File: src/rtl/l2_arbiter_pkg.sv
// Shared LC-3b cache types plus the L2 arbiter FSM state encoding.
// Latency: none (types only).
// Backpressure: n/a.
package lc3b_types;

    localparam int LC3B_LINE_BITS = 128;

    typedef logic [LC3B_LINE_BITS-1:0] lc3b_cache_line;

    typedef enum logic [1:0] {
        IDLE  = 2'd0,
        ISSUE = 2'd1,
        DONE  = 2'd2
    } l2_arb_state_t;

endpackage

File: src/rtl/l2_arbiter_if.sv
// Bundle of per-requester handshakes plus the shared L2 memory port.
// Latency: none (wiring only).
// Backpressure: requesters hold read/write until their resp pulse; L2 may stall indefinitely.
interface l2_arbiter_if #(
    parameter int NUM_PORTS  = 2,
    parameter int ADDR_WIDTH = 16,
    parameter int LINE_WIDTH = 128
);
    import lc3b_types::*;

    logic [NUM_PORTS-1:0]            port_read;
    logic [NUM_PORTS-1:0]            port_write;
    logic [NUM_PORTS*ADDR_WIDTH-1:0] port_address;
    logic [NUM_PORTS*LINE_WIDTH-1:0] port_wdata;
    logic [NUM_PORTS-1:0]            port_resp;
    logic [LINE_WIDTH-1:0]           port_rdata;

    logic [ADDR_WIDTH-1:0]           l2_address;
    logic                            l2_read;
    logic                            l2_write;
    logic [LINE_WIDTH-1:0]           l2_wdata;
    logic                            l2_mem_resp;
    logic [LINE_WIDTH-1:0]           l2_rdata;

    // Arbiter view: consumes requests and L2 completions, drives strobes and responses.
    modport slave (
        input  port_read, port_write, port_address, port_wdata,
        input  l2_mem_resp, l2_rdata,
        output port_resp, port_rdata,
        output l2_address, l2_read, l2_write, l2_wdata
    );

    // Environment view: L1 requesters plus the L2 memory.
    modport master (
        output port_read, port_write, port_address, port_wdata,
        output l2_mem_resp, l2_rdata,
        input  port_resp, port_rdata,
        input  l2_address, l2_read, l2_write, l2_wdata
    );

endinterface

File: src/rtl/l2_arbiter_rr_select.sv
// Rotating-priority selector: first requester at or after i_base, wrapping.
// Latency: combinational.
// Backpressure: none; pure function of the request vector.
module rr_select #(
    parameter int NUM_PORTS = 2,
    parameter int IDX_W     = 1
) (
    input  logic [NUM_PORTS-1:0] i_req,
    input  logic [IDX_W-1:0]     i_base,
    output logic [NUM_PORTS-1:0] o_grant,
    output logic [IDX_W-1:0]     o_idx,
    output logic                 o_any
);

    // Walk the ports starting at the base index and take the first requester.
    always_comb begin
        logic [IDX_W:0] w_cand;
        logic           w_found;
        o_grant = '0;
        o_idx   = '0;
        w_cand  = '0;
        w_found = 1'b0;
        for (int i = 0; i < NUM_PORTS; i++) begin
            w_cand = {1'b0, i_base} + (IDX_W+1)'(i);
            if (w_cand >= (IDX_W+1)'(NUM_PORTS)) begin
                w_cand = w_cand - (IDX_W+1)'(NUM_PORTS);
            end
            if (!w_found && i_req[w_cand[IDX_W-1:0]]) begin
                w_found                  = 1'b1;
                o_idx                    = w_cand[IDX_W-1:0];
                o_grant[w_cand[IDX_W-1:0]] = 1'b1;
            end
        end
        o_any = w_found;
    end

endmodule

File: src/rtl/l2_arbiter.sv
// Shares one line-wide L2 port among NUM_PORTS L1 requesters, one transaction at a time.
// Latency: strobe 1 cycle after request sampled; resp 1 cycle after l2_mem_resp; 3-cycle turnaround.
// Backpressure: losers and the winner hold requests; L2 stalls by withholding l2_mem_resp.
module l2_arbiter
    import lc3b_types::*;
#(
    parameter int NUM_PORTS  = 2,
    parameter int ADDR_WIDTH = 16,
    parameter int LINE_WIDTH = 128,
    parameter int ARB_MODE   = 0
) (
    input  logic        clk,
    input  logic        rst_n,
    l2_arbiter_if.slave bus
);

    localparam int IDX_W = (NUM_PORTS > 1) ? $clog2(NUM_PORTS) : 1;
    localparam logic [IDX_W-1:0] LAST_IDX = IDX_W'(NUM_PORTS - 1);

    l2_arb_state_t r_state;
    l2_arb_state_t w_next_state;

    logic [IDX_W-1:0]      r_grant;
    logic [NUM_PORTS-1:0]  r_grant_oh;
    logic [IDX_W-1:0]      r_last_grant;
    logic [ADDR_WIDTH-1:0] r_l2_address;
    logic [LINE_WIDTH-1:0] r_l2_wdata;
    logic                  r_l2_read;
    logic                  r_l2_write;
    logic [NUM_PORTS-1:0]  r_port_resp;
    logic [LINE_WIDTH-1:0] r_port_rdata;

    logic [NUM_PORTS-1:0]  w_req;
    logic [IDX_W-1:0]      w_base;
    logic [NUM_PORTS-1:0]  w_win_oh;
    logic [IDX_W-1:0]      w_win_idx;
    logic                  w_any;
    logic [ADDR_WIDTH-1:0] w_win_addr;
    logic [LINE_WIDTH-1:0] w_win_wdata;
    logic                  w_win_write;

    assign w_req = bus.port_read | bus.port_write;

    // Fixed priority always searches from port 0; round-robin starts just past the last winner.
    assign w_base = (ARB_MODE == 1)          ? '0 :
                    (r_last_grant == LAST_IDX) ? '0 :
                    r_last_grant + IDX_W'(1);

    rr_select #(
        .NUM_PORTS (NUM_PORTS),
        .IDX_W     (IDX_W)
    ) u_rr_select (
        .i_req   (w_req),
        .i_base  (w_base),
        .o_grant (w_win_oh),
        .o_idx   (w_win_idx),
        .o_any   (w_any)
    );

    assign w_win_addr  = bus.port_address[32'(w_win_idx)*ADDR_WIDTH +: ADDR_WIDTH];
    assign w_win_wdata = bus.port_wdata[32'(w_win_idx)*LINE_WIDTH +: LINE_WIDTH];
    // Write wins when a port raises both read and write.
    assign w_win_write = bus.port_write[w_win_idx];

    // State register.
    always_ff @(posedge clk or negedge rst_n) begin
        if (!rst_n) begin
            r_state <= IDLE;
        end else begin
            r_state <= w_next_state;
        end
    end

    // Next-state: grant in IDLE, wait for L2 in ISSUE, single response cycle in DONE.
    always_comb begin
        w_next_state = r_state;
        case (r_state)
            IDLE:    if (w_any) w_next_state = ISSUE;
            ISSUE:   if (bus.l2_mem_resp) w_next_state = DONE;
            DONE:    w_next_state = IDLE;
            default: w_next_state = IDLE;
        endcase
    end

    // Latch the winner's transaction, hold it through ISSUE, and capture the L2 reply.
    always_ff @(posedge clk or negedge rst_n) begin
        if (!rst_n) begin
            r_grant      <= '0;
            r_grant_oh   <= '0;
            r_last_grant <= LAST_IDX;
            r_l2_address <= '0;
            r_l2_wdata   <= '0;
            r_l2_read    <= 1'b0;
            r_l2_write   <= 1'b0;
            r_port_resp  <= '0;
            r_port_rdata <= '0;
        end else begin
            case (r_state)
                IDLE: begin
                    if (w_any) begin
                        r_grant      <= w_win_idx;
                        r_grant_oh   <= w_win_oh;
                        r_l2_address <= w_win_addr;
                        r_l2_wdata   <= w_win_wdata;
                        r_l2_write   <= w_win_write;
                        r_l2_read    <= ~w_win_write;
                    end
                end
                ISSUE: begin
                    if (bus.l2_mem_resp) begin
                        r_port_rdata <= bus.l2_rdata;
                        r_l2_read    <= 1'b0;
                        r_l2_write   <= 1'b0;
                        r_port_resp  <= r_grant_oh;
                        r_last_grant <= r_grant;
                    end
                end
                DONE: begin
                    r_port_resp <= '0;
                end
                default: begin
                    r_port_resp <= '0;
                end
            endcase
        end
    end

    assign bus.l2_address = r_l2_address;
    assign bus.l2_wdata   = r_l2_wdata;
    assign bus.l2_read    = r_l2_read;
    assign bus.l2_write   = r_l2_write;
    assign bus.port_resp  = r_port_resp;
    assign bus.port_rdata = r_port_rdata;

endmodule

File: src/flat_wrapper.sv
// flat-port wrapper written by rule: the top's interface ports become plain ports
module l2_arbiter_flat import lc3b_types::*;
#(
    parameter int NUM_PORTS  = 2,
    parameter int ADDR_WIDTH = 16,
    parameter int LINE_WIDTH = 128,
    parameter int ARB_MODE   = 0
)
  (clk, rst_n, bus_port_read, bus_port_write, bus_port_address, bus_port_wdata, bus_l2_mem_resp, bus_l2_rdata, bus_port_resp, bus_port_rdata, bus_l2_address, bus_l2_read, bus_l2_write, bus_l2_wdata);
  l2_arbiter_if #(.NUM_PORTS(NUM_PORTS), .ADDR_WIDTH(ADDR_WIDTH), .LINE_WIDTH(LINE_WIDTH)) bus_i ();
  input  logic clk;
  input  logic rst_n;
  input wire logic [$bits(bus_i.port_read)-1:0] bus_port_read;
  input wire logic [$bits(bus_i.port_write)-1:0] bus_port_write;
  input wire logic [$bits(bus_i.port_address)-1:0] bus_port_address;
  input wire logic [$bits(bus_i.port_wdata)-1:0] bus_port_wdata;
  input wire logic [$bits(bus_i.l2_mem_resp)-1:0] bus_l2_mem_resp;
  input wire logic [$bits(bus_i.l2_rdata)-1:0] bus_l2_rdata;
  output wire logic [$bits(bus_i.port_resp)-1:0] bus_port_resp;
  output wire logic [$bits(bus_i.port_rdata)-1:0] bus_port_rdata;
  output wire logic [$bits(bus_i.l2_address)-1:0] bus_l2_address;
  output wire logic [$bits(bus_i.l2_read)-1:0] bus_l2_read;
  output wire logic [$bits(bus_i.l2_write)-1:0] bus_l2_write;
  output wire logic [$bits(bus_i.l2_wdata)-1:0] bus_l2_wdata;
  assign bus_i.port_read = bus_port_read;
  assign bus_i.port_write = bus_port_write;
  assign bus_i.port_address = bus_port_address;
  assign bus_i.port_wdata = bus_port_wdata;
  assign bus_i.l2_mem_resp = bus_l2_mem_resp;
  assign bus_i.l2_rdata = bus_l2_rdata;
  assign bus_port_resp = bus_i.port_resp;
  assign bus_port_rdata = bus_i.port_rdata;
  assign bus_l2_address = bus_i.l2_address;
  assign bus_l2_read = bus_i.l2_read;
  assign bus_l2_write = bus_i.l2_write;
  assign bus_l2_wdata = bus_i.l2_wdata;
  l2_arbiter #(.NUM_PORTS(NUM_PORTS), .ADDR_WIDTH(ADDR_WIDTH), .LINE_WIDTH(LINE_WIDTH), .ARB_MODE(ARB_MODE)) u_core (.clk(clk), .rst_n(rst_n), .bus(bus_i));
endmodule
File: config.mk
export PLATFORM = sky130hd
export DESIGN_NAME = l2_arbiter_flat
export DESIGN_NICKNAME = d
export VERILOG_FILES = /design/src/rtl/l2_arbiter_pkg.sv /design/src/rtl/l2_arbiter_if.sv /design/src/rtl/l2_arbiter_rr_select.sv /design/src/rtl/l2_arbiter.sv /design/src/flat_wrapper.sv
export SDC_FILE = /design/constraint.sdc
export NUM_CORES = 1
export LEC_CHECK = 0
export CAP_MARGIN = 20
export CORE_AREA = 2 2 275 277
export DETAILED_ROUTE_END_ITERATION = 7
export DIE_AREA = 0 0 277 279
export SLEW_MARGIN = 5
export SYNTH_ARGS = -nofsm -noshare
export SYNTH_HDL_FRONTEND = slang
export SYNTH_HIERARCHICAL = 1
export SYNTH_SLANG_ARGS = --single-unit
File: constraint.sdc
create_clock -name clk -period 2.6 [get_ports clk]
set_input_delay 0.65 -clock clk [delete_from_list [all_inputs] [get_ports clk]]
set_output_delay 0.65 -clock clk [all_outputs]
set_load 0.02 [all_outputs]
# Word level (Yosys, flattened, before mapping)
# Index checks and enable logic that the tools add are counted.
# classes
add_sub_neg	4
magnitude_cmp	7
eq_ne	3
n_shift	2
mux	29
bitwise_logic	4
reduce_logical	11
# op_table
op	n
$shiftx A256 B9 Y128	1
$shiftx A32 B6 Y16	1
$mux W1	18
$mux W2	5
$pmux W2 S2	2
$reduce_and A2 Y1	4
$lt A1 B2 Y1 const B	3
$ne A2 B2 Y1 const B	2
$or A2 B2 Y2	2
$pmux W1 S2	2
$logic_and A1 B1 Y1	3
$reduce_and A3 Y1	1
$add A1 B1 Y2 const B	1
$demux W1 S1	2
$eq A2 B1 Y1 const B	1
$ge A1 B1 Y1 const B	2
$ge A1 B2 Y1 const B	1
$ge A2 B2 Y1 const B	1
$logic_not A2 Y1	1
$not A1 Y1	2
$reduce_bool A2 Y1	1
$sub A1 B1 Y1 const B	2
$add A1 B1 Y1 const B	1
$logic_not A1 Y1	1
# word_totals
ff_bits	282
in_bits	423
output_inout_bits	276
word_cells	70

# Logic depth before layout (Yosys ltp)
# Gate-level depths: netlist (run 1).
# logic_depth
ltp_word	15
depth_mapped	10
depth_no_buf	6

# Modules after synthesis
# The synthesis (run 1) kept the hierarchy.
# by_module_without_submodules
module	instances	cells_per_inst	area_each_um2	seq_area_each_um2
l2_arbiter	1	937	11683.7	7058.0
rr_select	1	5	32.5	0.0

# Worst setup path before layout (run 1)
# Ideal clock, no wire load.
# synth_timing
path_kind	input to register
start	in bus_port_write[0]
end	reg u_core.r_l2_wdata[100], in the netlist u_core/bus.l2_wdata[100]
setup_time_ps	132
arrival_time_ps	2096
required_time_ps	2468
slack_ps	372
cell_stages	6
path_buffers	2
path_cell_list	or2_2 -> a21boi_1 -> buf_2 -> clkbuf_1 -> mux2i_1 -> o21ai_1
# synth_between
elab_chain_cells	8
word_cells_on_any_way	13
classes_between	shift (1); mux (8); bitwise (1); reduce/logical (3)
# synth_rtl
element	line_no	rtl
start, declared	flat_wrapper.sv:14	input wire logic [$bits(bus_i.port_write)-1:0] bus_port_write;
$or A2 B2 Y2 (*)	l2_arbiter.sv:42	assign w_req = bus.port_read | bus.port_write;
$mux W1 (not written as such) (2 in series)	l2_arbiter_rr_select.sv:28	if (!w_found && i_req[w_cand[IDX_W-1:0]]) begin
$mux W1	l2_arbiter_rr_select.sv:28	
$logic_not A1 Y1	l2_arbiter_rr_select.sv:28	
$logic_and A1 B1 Y1	l2_arbiter_rr_select.sv:28	
$mux W1 (*)	l2_arbiter_rr_select.sv:28	
net u_core.w_win_idx	l2_arbiter.sv:36	logic [IDX_W-1:0] w_win_idx;
$shiftx A256 B9 Y128 (*)	l2_arbiter.sv:61	assign w_win_wdata = bus.port_wdata[32'(w_win_idx)*LINE_WIDTH +: LINE_WIDTH];
end signal, assigned	l2_arbiter.sv:104	r_l2_wdata <= w_win_wdata;
end, declared	l2_arbiter.sv:27	logic [LINE_WIDTH-1:0] r_l2_wdata;
# Mark *: on every way through the listed nets, which the timed path passes. The rest lies on a longest branch. The select of a mux whose other input is x is not followed.
# A chain may end at the register's enable or synchronous reset.

# Worst setup path in the final report (run 1)
# layout_timing
start	reg u_core.r_l2_wdata[11], in the netlist u_core/bus.l2_wdata[11]
end	out bus_l2_wdata[11]
# layout_lines
element	line_no	rtl
end, declared	flat_wrapper.sv:24	output wire logic [$bits(bus_i.l2_wdata)-1:0] bus_l2_wdata;
# No word-level cell between the ends.

==> results of run 1 <==
==> metrics by stage <==
step                area, um^2  setup TNS [ps]
floorplan                11720               0
global placement         20300          -15710
detailed placement       20300          -22440
CTS                      21450               0
global route             21450               0
finish                   21450               0
==> worst max path at each step <==
stage | from | end | slack [ps] | cells after the start
global route | u_core/bus.l2_wdata[59] | bus_l2_wdata[59] | 150 | 1
finish | u_core/bus.l2_wdata[11] | bus_l2_wdata[11] | 260 | 1
detailed placement | bus_port_read[0] | u_core/bus.l2_wdata[22] | -270 | 7
global placement | bus_port_read[0] | u_core/bus.l2_wdata[23] | -200 | 7
floorplan | bus_port_write[0] | u_core/bus.l2_wdata[100] | 370 | 6
CTS | u_core/bus.l2_wdata[59] | bus_l2_wdata[59] | 190 | 1
==> cells in the final DEF, fill, tap and decap left out, types with 15 or more instances in the layout <==
cell type | synthesis | routed
buf_12 | 0 | 15
buf_4 | 0 | 51
clkbuf_16 | 0 | 31
clkdlybuf4s50_1 | 0 | 697
dfrtp_1 | 281 | 281
mux2_2 | 129 | 129
mux2i_1 | 145 | 145
nand2_1 | 158 | 158
o21ai_0 | 86 | 86
o21ai_1 | 60 | 60
==> layer usage <==
layer / share of wire, % / global-route usage [%] / vias to the layer above
met4: 2.3 / 3.219 / 0
met1: 36 / 11.45 / 4592
met2: 52 / 20.83 / 462
met5: 0 / 0 / -
li1: - / - / 4717
met3: 9.0 / 3.648 / 54
==> cells by family (layout without fill, tap and decap cells) <==
group / count (synthesis) / after routing
flops: 282 / 282
compound gates: 151 / 151
simple gates: 169 / 169
mux: 274 / 274
buf+inv: 66 / 822
==> flip-flops by register name (all words and copies together), names as in the netlist <==
register	flops
u_core/bus.l2_address	16
u_core/bus.l2_write	1
u_core/bus.port_resp	2
u_core/r_grant	1
u_core/bus.port_rdata	128
u_core/bus.l2_read	1
u_core/r_grant_oh	2
u_core/r_state	2
u_core/r_last_grant	1
u_core/bus.l2_wdata	128
==> synthesized netlist by cell type (all sizes together) <==
library cell	n
a21oi	2
or3b	1
or2	3
o21ai	146
dfstp	1
a21boi	3
nand2	158
inv	3
nand3b	1
clkbuf	32
nor3b	1
nor2	1
dfrtp	281
nand3	4
mux2	129
buf	31
mux2i	145
==> where the power goes <==
| group | switching, uW | total, uW | internal, uW |
|---|---|---|---|
| clock network | 1770 | 4920 | 3150 |
| registers | 1110 | 7420 | 6310 |
| logic | 5480 | 11000 | 5530 |
| total | 8360 | 23400 | 15000 |
==> area by class of cell <==
cell class                      count  area [um^2]
Tap cell                          969         1212
Inverter                            3        11.26
Sequential cell                   282         7058
Fill cell                        7572        52620
Multi-Input combinational cell    594         4340
Clock inverter                     13        269.0
Timing Repair Buffer              764         7675
Clock buffer                       42        887.1
==> metrics.yaml, run 1 <==
clockBufferDepth: 3
grt_max_degree: 71
vdd_drop_max_v: 0.0005316
tightest_slew_ps: 629.7
overflow: 0
die_h_um: 279
core_area_um2: 74070
status: "completed"
setup_slack_ps: 256.6
cts_resized: 0
cts_buffers: 31
place_congestion: 0.8409
synthAdderAreaFrac_pct: 0
grt_use_total_pct: 11.00
area_growth_pct: 83.11
worst-setup-path-type: "flop to primary output"
routed_wl_mm: 44.11
cts_tree: "done"
synth_top_cell_by_area: "dfrtp_1"
dieArea_um2: 77280
synth_top_family_by_area: "multiplexers"
synthMuxAreaShare_pct: 24.79
fin_crit_ps: 2343
path_buf_inv: 1
firstDrtPassIters: 4
p_total_uw: 23360
post-cts-setup-buffers: 0
pre_cts_slack_ps: -269.0
finalSetupViolCount: 0
arrival_ps: 1690
vias: 9825
synth_nets: 1365
p_per_area_nw_per_um2: 1089
maxCapViolCount: 0
hold_path_class: "input pin to asynchronous set/reset pin"
post-route-period-util_pct: 90.13
whs_ps: 61.52
fp.dieW_um: 277
synth-seq-cells: 282
clk_latency_ps: 580
portBuffers: 698
start_kind: "flop"
reg2reg_depth: 7
worstPathMaxFanout: 2
antenna_cells: 0
cpPeakStageDelay_ps: 660
worstReg2RegStart: "u_core/r_last_grant"
ff2ff_setup_slack_ps: 890
hold_violations: 0
drive_above_1_share_pct: 14.84
max_clock_freq_mhz: 426.7
synthTopCellsByArea: "dfrtp_1, mux2_2, mux2i_1"
cp.required_ps: 1950
vias_per_cell: 3.684
fin_skew_ps: 15.70
grt_pass1_wl_mm: 65.74
first_global_vias: 10800
yosysSeqAreaShare_pct: 60.24
antenna_left: 0
antenna_found_initial: 3
htree_levels: 1
yosys.area_share.simple_pct: 5.628
dp_hpwl_mm: 35.91
fin_cells: 2667
drc: 0
mappedNetlistArea_um2: 11720
synth_compound_area_share_pct: 6.514
slowest_stage: "clkdlybuf4s50_1"
layout.nets: 2099
p_leak_uw: 0.009097
postCtsHoldBufs: 0
synth_top_area_share_pct: 60.02
rsz0062_at_grt: "no"
clk_pin_slew_ps: 60
initial_core_util_pct: 15.82
syn-instance-count: 942
worstPathCellList: "clkdlybuf4s50_1"
clockRootBuffer: "clkbuf_16"
r2r_end: "u_core/bus.l2_wdata[45]"
crit_family: "buffers and inverters"
post-place-cells: 2612
placementRows: 100
fin_util_pct: 28.96
wire_per_inst_um: 16.54
endpoint_kind: "primary output"
syn_avg_cell_area_um2: 12.44
cts.sinks: 282
relSlewSlack_pct: 58.02
synth_xor_xnor_area_share_pct: 0
yosys_warnings: 6
synth_cell_types: 21
drv_slew: 0
drtIter0Drc: 302
pin_count: 699
No activity file was read; power rests on OpenSTA's default activity.
==> run 2, diff against run 1 <==
REMOVE_ABC_BUFFERS = 1   (was default)
==> run 2 against run 1 <==
- sequential cell count is the same
- total power shrank 0.63%
- clock power shrank 4.7%
- global-route usage grew 1.4 points
- sequential power is essentially flat
- core utilization grew 0.071 points
- via count grew 3.6%
- worst hold slack lost 31 ps
- final cell count grew 0.82%
- worst setup slack lost 110 ps
- routed wire length grew 11%
- critical path type unchanged
==> metrics.yaml, run 2 (synthesized netlist as in run 1, its figures left out) <==
place_congestion: 0.7970  # -5.2%
antenna_left: 0  # unchanged
worstPathCellList: "clkdlybuf4s50_1"
cts_resized: 0  # unchanged
fin_skew_ps: 10.19  # -5.514 ps
layout_commonest_cell: "clkdlybuf4s50_1"
hold_path_class: "input pin to asynchronous set/reset pin"
worstReg2RegStart: "u_core/r_last_grant"
initial_core_util_pct: 15.82  # unchanged
fp.dieW_um: 277  # unchanged
crit_family: "buffers and inverters"
fill_cells: 7615  # +0.57%
dp_hpwl_mm: 40.18  # +12%
crit_start: "u_core/bus.l2_wdata[17]"
p_leak_uw: 0.009113  # +0.17%
drtIter0Drc: 349  # +16%
vias_per_cell: 3.785  # +2.7%
cts_buffers: 36  # +16%
cpPeakStageDelay_ps: 900  # +240 ps
fin_util_pct: 29.03  # +0.071 points
fin_crit_ps: 2456  # +112.2 ps
worstPathMaxFanout: 2  # unchanged
placed_cell_area_um2: 20390  # +0.46%
relSlewSlack_pct: 57.83  # -0.19 points
dieArea_um2: 77280  # unchanged
antenna_found_initial: 22  # +19
post-place-cells: 2620  # +0.31%
layout_common_cells: "clkdlybuf4s50_1, dfrtp_1, nand2_1"
post-cts-setup-buffers: 0  # unchanged
vdd_drop_max_v: 0.0005583  # +5.0%
clockBufferDepth: 3  # unchanged
drv_slew: 0  # unchanged
first_global_vias: 10830  # +0.26%
cp.required_ps: 1950  # about the same
portBuffers: 698  # unchanged
routed_wl_mm: 49.15  # +11%
status: "completed"
wire_per_inst_um: 18.28  # +11%
grt_pass1_wl_mm: 71.13  # +8.2%
tightest_slew_ps: 630.5  # +0.8797 ps
clk_pin_slew_ps: 60  # about the same
fin_cells: 2689  # +0.82%
path_buf_inv: 1  # unchanged
arrival_ps: 1810  # +120 ps
drive_above_1_share_pct: 15.34  # +0.50 points
grt_use_total_pct: 12.37  # +1.4 points
die_h_um: 279  # unchanged
htree_levels: 2  # +1
slowest_stage: "clkdlybuf4s50_1"
vias: 10180  # +3.6%
pin_count: 699  # unchanged
post-route-period-util_pct: 94.45  # +4.3 points
hold_violations: 0  # unchanged
drc: 0  # unchanged
worst-setup-path-type: "flop to primary output"
clk_latency_ps: 540  # -40 ps
cts_tree: "done"
maxCapViolCount: 0  # unchanged
area_growth_pct: 83.55
design_area_um2: 21510  # +0.24%
finalSetupViolCount: 0  # unchanged
core_area_um2: 74070  # unchanged
max_clock_freq_mhz: 407.2  # -4.6%
finalSetupTns_ps: 0  # unchanged
clockRootBuffer: "clkbuf_16"
layout.nets: 2112  # +0.62%
placementRows: 100  # unchanged
firstDrtPassIters: 5  # +1
overflow: 0  # unchanged
endpoint_kind: "primary output"
cts.sinks: 282  # unchanged
postCtsHoldBufs: 0  # unchanged
grt_max_degree: 74  # +4.2%
rsz0062_at_grt: "no"
p_per_area_nw_per_um2: 1079  # -0.87%
start_kind: "flop"
-- run 2: layer usage --
layer	GRT usage (%)	vias up	routed length [um]	part of all wire, %
met5	0	-	27	0.055
met4	4.250	4	1364	2.8
li1	-	4756	-	-
met1	13.47	4810	18440	38
met3	5.506	81	5426	11
met2	21.34	527	23880	49
-- run 2: per-stage QoR --
| step | hold WS (ps) | total power [uW] | setup WS [ps] |
|---|---|---|---|
| 4_1_cts | 0.9182 | 23640 | 125.2 |
| 3_5_place_dp | 460.8 | 18720 | -33.33 |
| 6_report | 30.84 | 23210 | 144.4 |
| 5_1_grt | 13.94 | 24580 | 53.95 |
| 2_1_floorplan | 354.4 | 12190 | -9180 |
| 3_3_place_gp | 463.0 | 18570 | -1.140 |
-- run 2: power breakdown --
group / switching (uW) / total, uW / internal (uW)
clock: 1950 / 4690 / 2740
combinational: 5470 / 11100 / 5600
sequential: 1130 / 7440 / 6310
total: 8550 / 23200 / 14700
-- run 2: area by class of cell --
| class | count | area (um^2) | share of cell area [%] |
|---|---|---|---|
| Multi-Input combinational cell | 594 | 4340 | 20.18 |
| Antenna cell | 6 | 15.01 | 0.06982 |
| Timing Repair Buffer | 772 | 7767 | 36.12 |
| Clock inverter | 11 | 78.83 | 0.3665 |
| Clock buffer | 52 | 1022 | 4.753 |
| Inverter | 3 | 11.26 | 0.05236 |
| Sequential cell | 282 | 7058 | 32.82 |
| Tap cell | 969 | 1212 | 5.638 |
-- run 2: worst paths after layout --
path	end	slack (ps)	cells after the start
worst max-delay path	bus_l2_wdata[17]	140	1
worst min-delay path	u_core/bus.l2_address[8]	30	1
worst max register to register	u_core/bus.l2_wdata[25]	920	7
worst min register to register	u_core/r_grant	470	2
max in group asynchronous	u_core/bus.l2_wdata[105]	1760	2
min in group clk	u_core/r_grant	470	2
==> run 3, diff against run 2 <==
ABC_CLOCK_PERIOD_IN_PS = 2600   (was default)
CTS_BUF_LIST = sky130_fd_sc_hd__clkbuf_8 sky130_fd_sc_hd__clkbuf_16   (was default)
==> run 3 against run 2 <==
- worst hold slack about the same
- clock skew about the same
- critical path depth unchanged
- count of clock-buffer cells in the layout down 11
- worst setup slack about the same
==> metrics.yaml, run 3 (synthesized netlist as in run 1, its figures left out) <==
layout.nets: 2112  # unchanged
hold_path_class: "input pin to asynchronous set/reset pin"
p_int_uw: 14610  # -0.30%
portBuffers: 698  # unchanged
wire_per_inst_um: 18.27  # about the same
design_area_um2: 21510  # unchanged
antenna_found_initial: 22  # unchanged
clkPwrFrac_pct: 20.1  # about the same
seqPwrFrac_pct: 32.1  # about the same
cp.required_ps: 1950  # about the same
status: "completed"
start_kind: "flop"
whs_ps: 30.78  # -0.05260 ps
worstPathMaxFanout: 2  # unchanged
maxCapViolCount: 0  # unchanged
pin_count: 699  # unchanged
fin_crit_ps: 2456  # +0.4420 ps
routed-wl-met3_mm: 5.377  # -0.90%
hold_violations: 0  # unchanged
area_growth_pct: 83.55  # unchanged
max_clock_freq_mhz: 407.2  # about the same
cts.sinks: 282  # unchanged
core_area_um2: 74070  # unchanged
htree_levels: 2  # unchanged
worstReg2RegStart: "u_core/r_last_grant"
fin_skew_ps: 10.19  # -0.001300 ps
p_leak_uw: 0.009158  # +0.50%
worstPathCellList: "clkdlybuf4s50_1"
cts_resized: 0  # unchanged
fp.dieW_um: 277  # unchanged
vdd_drop_max_v: 0.0005583  # about the same
overflow: 0  # unchanged
cpPeakStageDelay_ps: 900  # about the same
initial_core_util_pct: 15.82  # unchanged
routed_wl_mm: 49.14  # about the same
slowest_stage: "clkdlybuf4s50_1"
antenna_left: 0  # unchanged
placementRows: 100  # unchanged
wl_met2_mm: 23.88  # about the same
drive_above_1_share_pct: 15.34  # unchanged
dieArea_um2: 77280  # unchanged
p_per_area_nw_per_um2: 1077  # -0.17%
post-cts-setup-buffers: 0  # unchanged
cts_buffers: 36  # unchanged
drc: 0  # unchanged
fin_cells: 2689  # unchanged
clk_pin_slew_ps: 60  # about the same
grt_max_degree: 74  # unchanged
firstDrtPassIters: 6  # +1
grt_use_total_pct: 12.37  # unchanged
layout_common_cells: "clkdlybuf4s50_1, dfrtp_1, nand2_1"
placed_cell_area_um2: 20390  # unchanged
clockBufferDepth: 3  # unchanged
finalSetupViolCount: 0  # unchanged
pre_cts_slack_ps: -33.33  # unchanged
wl_met1_mm: 18.49  # +0.25%
path_buf_inv: 1  # unchanged
setup_slack_ps: 143.9  # -0.4420 ps
tightest_slew_ps: 630.5  # +0.0002980 ps
vias_per_cell: 3.783  # about the same
crit_start: "u_core/bus.l2_wdata[17]"
first_global_vias: 10830  # unchanged
crit_family: "buffers and inverters"
arrival_ps: 1810  # about the same
worst-setup-path-type: "flop to primary output"
clk_latency_ps: 540  # about the same
rsz0062_at_grt: "no"
drv_slew: 0  # unchanged
postCtsHoldBufs: 0  # unchanged
drtIter0Drc: 351  # +0.57%
topRoutingLayerUsed: "met5"
cts_tree: "done"
vias: 10170  # -0.059%
power_switching_uw: 8553  # about the same
post-route-period-util_pct: 94.46  # about the same
clockRootBuffer: "clkbuf_16"
die_h_um: 279  # unchanged
relSlewSlack_pct: 57.83  # unchanged
post-place-cells: 2620  # unchanged
power_frac_comb_pct: 47.8  # about the same
layout_commonest_cell: "clkdlybuf4s50_1"
grt_pass1_wl_mm: 71.13  # unchanged
swShare_pct: 36.92  # +0.079 points
dp_hpwl_mm: 40.18  # unchanged
place_congestion: 0.7970  # unchanged
endpoint_kind: "primary output"
==> run 3: cell types whose count changed in the layout (fill, tap and decap cells not counted) <==
cell,before,now
clkbuf_1,11,0
inv_1,3,14
==> run 3: stage by stage <==
step           utilization, %  TNS (ps)  power (uW)
2_1_floorplan               -  -1632880       12190
3_5_place_dp            27.53    -454.0       18720
4_1_cts                 29.01         0       23600
6_report                29.03         0       23170
5_1_grt                 29.03         0       24540
3_3_place_gp            27.53    -1.140       18570
==> run 3: area by class of cell <==
cell class | count | area, um^2
Fill cell | 7615 | 52570
Timing Repair Buffer | 772 | 7767
Sequential cell | 282 | 7058
Multi-Input combinational cell | 594 | 4340
Tap cell | 969 | 1212
Clock buffer | 41 | 980.9
Clock inverter | 22 | 120.1
Antenna cell | 6 | 15.01
Inverter | 3 | 11.26
==> run 3: path summary, 6_finish.rpt <==
check | end | slack (ps) | cells after the start
min in group clk | u_core/r_grant | 470 | 2
max in group asynchronous | u_core/bus.l2_wdata[105] | 1760 | 2
worst min register to register | u_core/r_grant | 470 | 2
worst max register to register | u_core/bus.l2_wdata[25] | 920 | 7
worst min-delay path | u_core/bus.l2_address[8] | 30 | 1
worst max-delay path | bus_l2_wdata[17] | 140 | 1
==> run 3: power groups by stage <==
stage / Clock, uW / Combinational, uW / Sequential (uW)
2_1_floorplan: 0 / 2790 / 9400
3_3_place_gp: 0 / 11100 / 7440
3_5_place_dp: 0 / 11200 / 7480
4_1_cts: 4860 / 11300 / 7470
5_1_grt: 5050 / 11800 / 7700
6_report: 4650 / 11100 / 7440
==> run 3: per-layer routing <==
layer,up-vias,track usage [%]
li1,4756,-
met1,4812,13.47
met2,519,21.34
met3,81,5.506
met4,4,4.250
met5,-,0
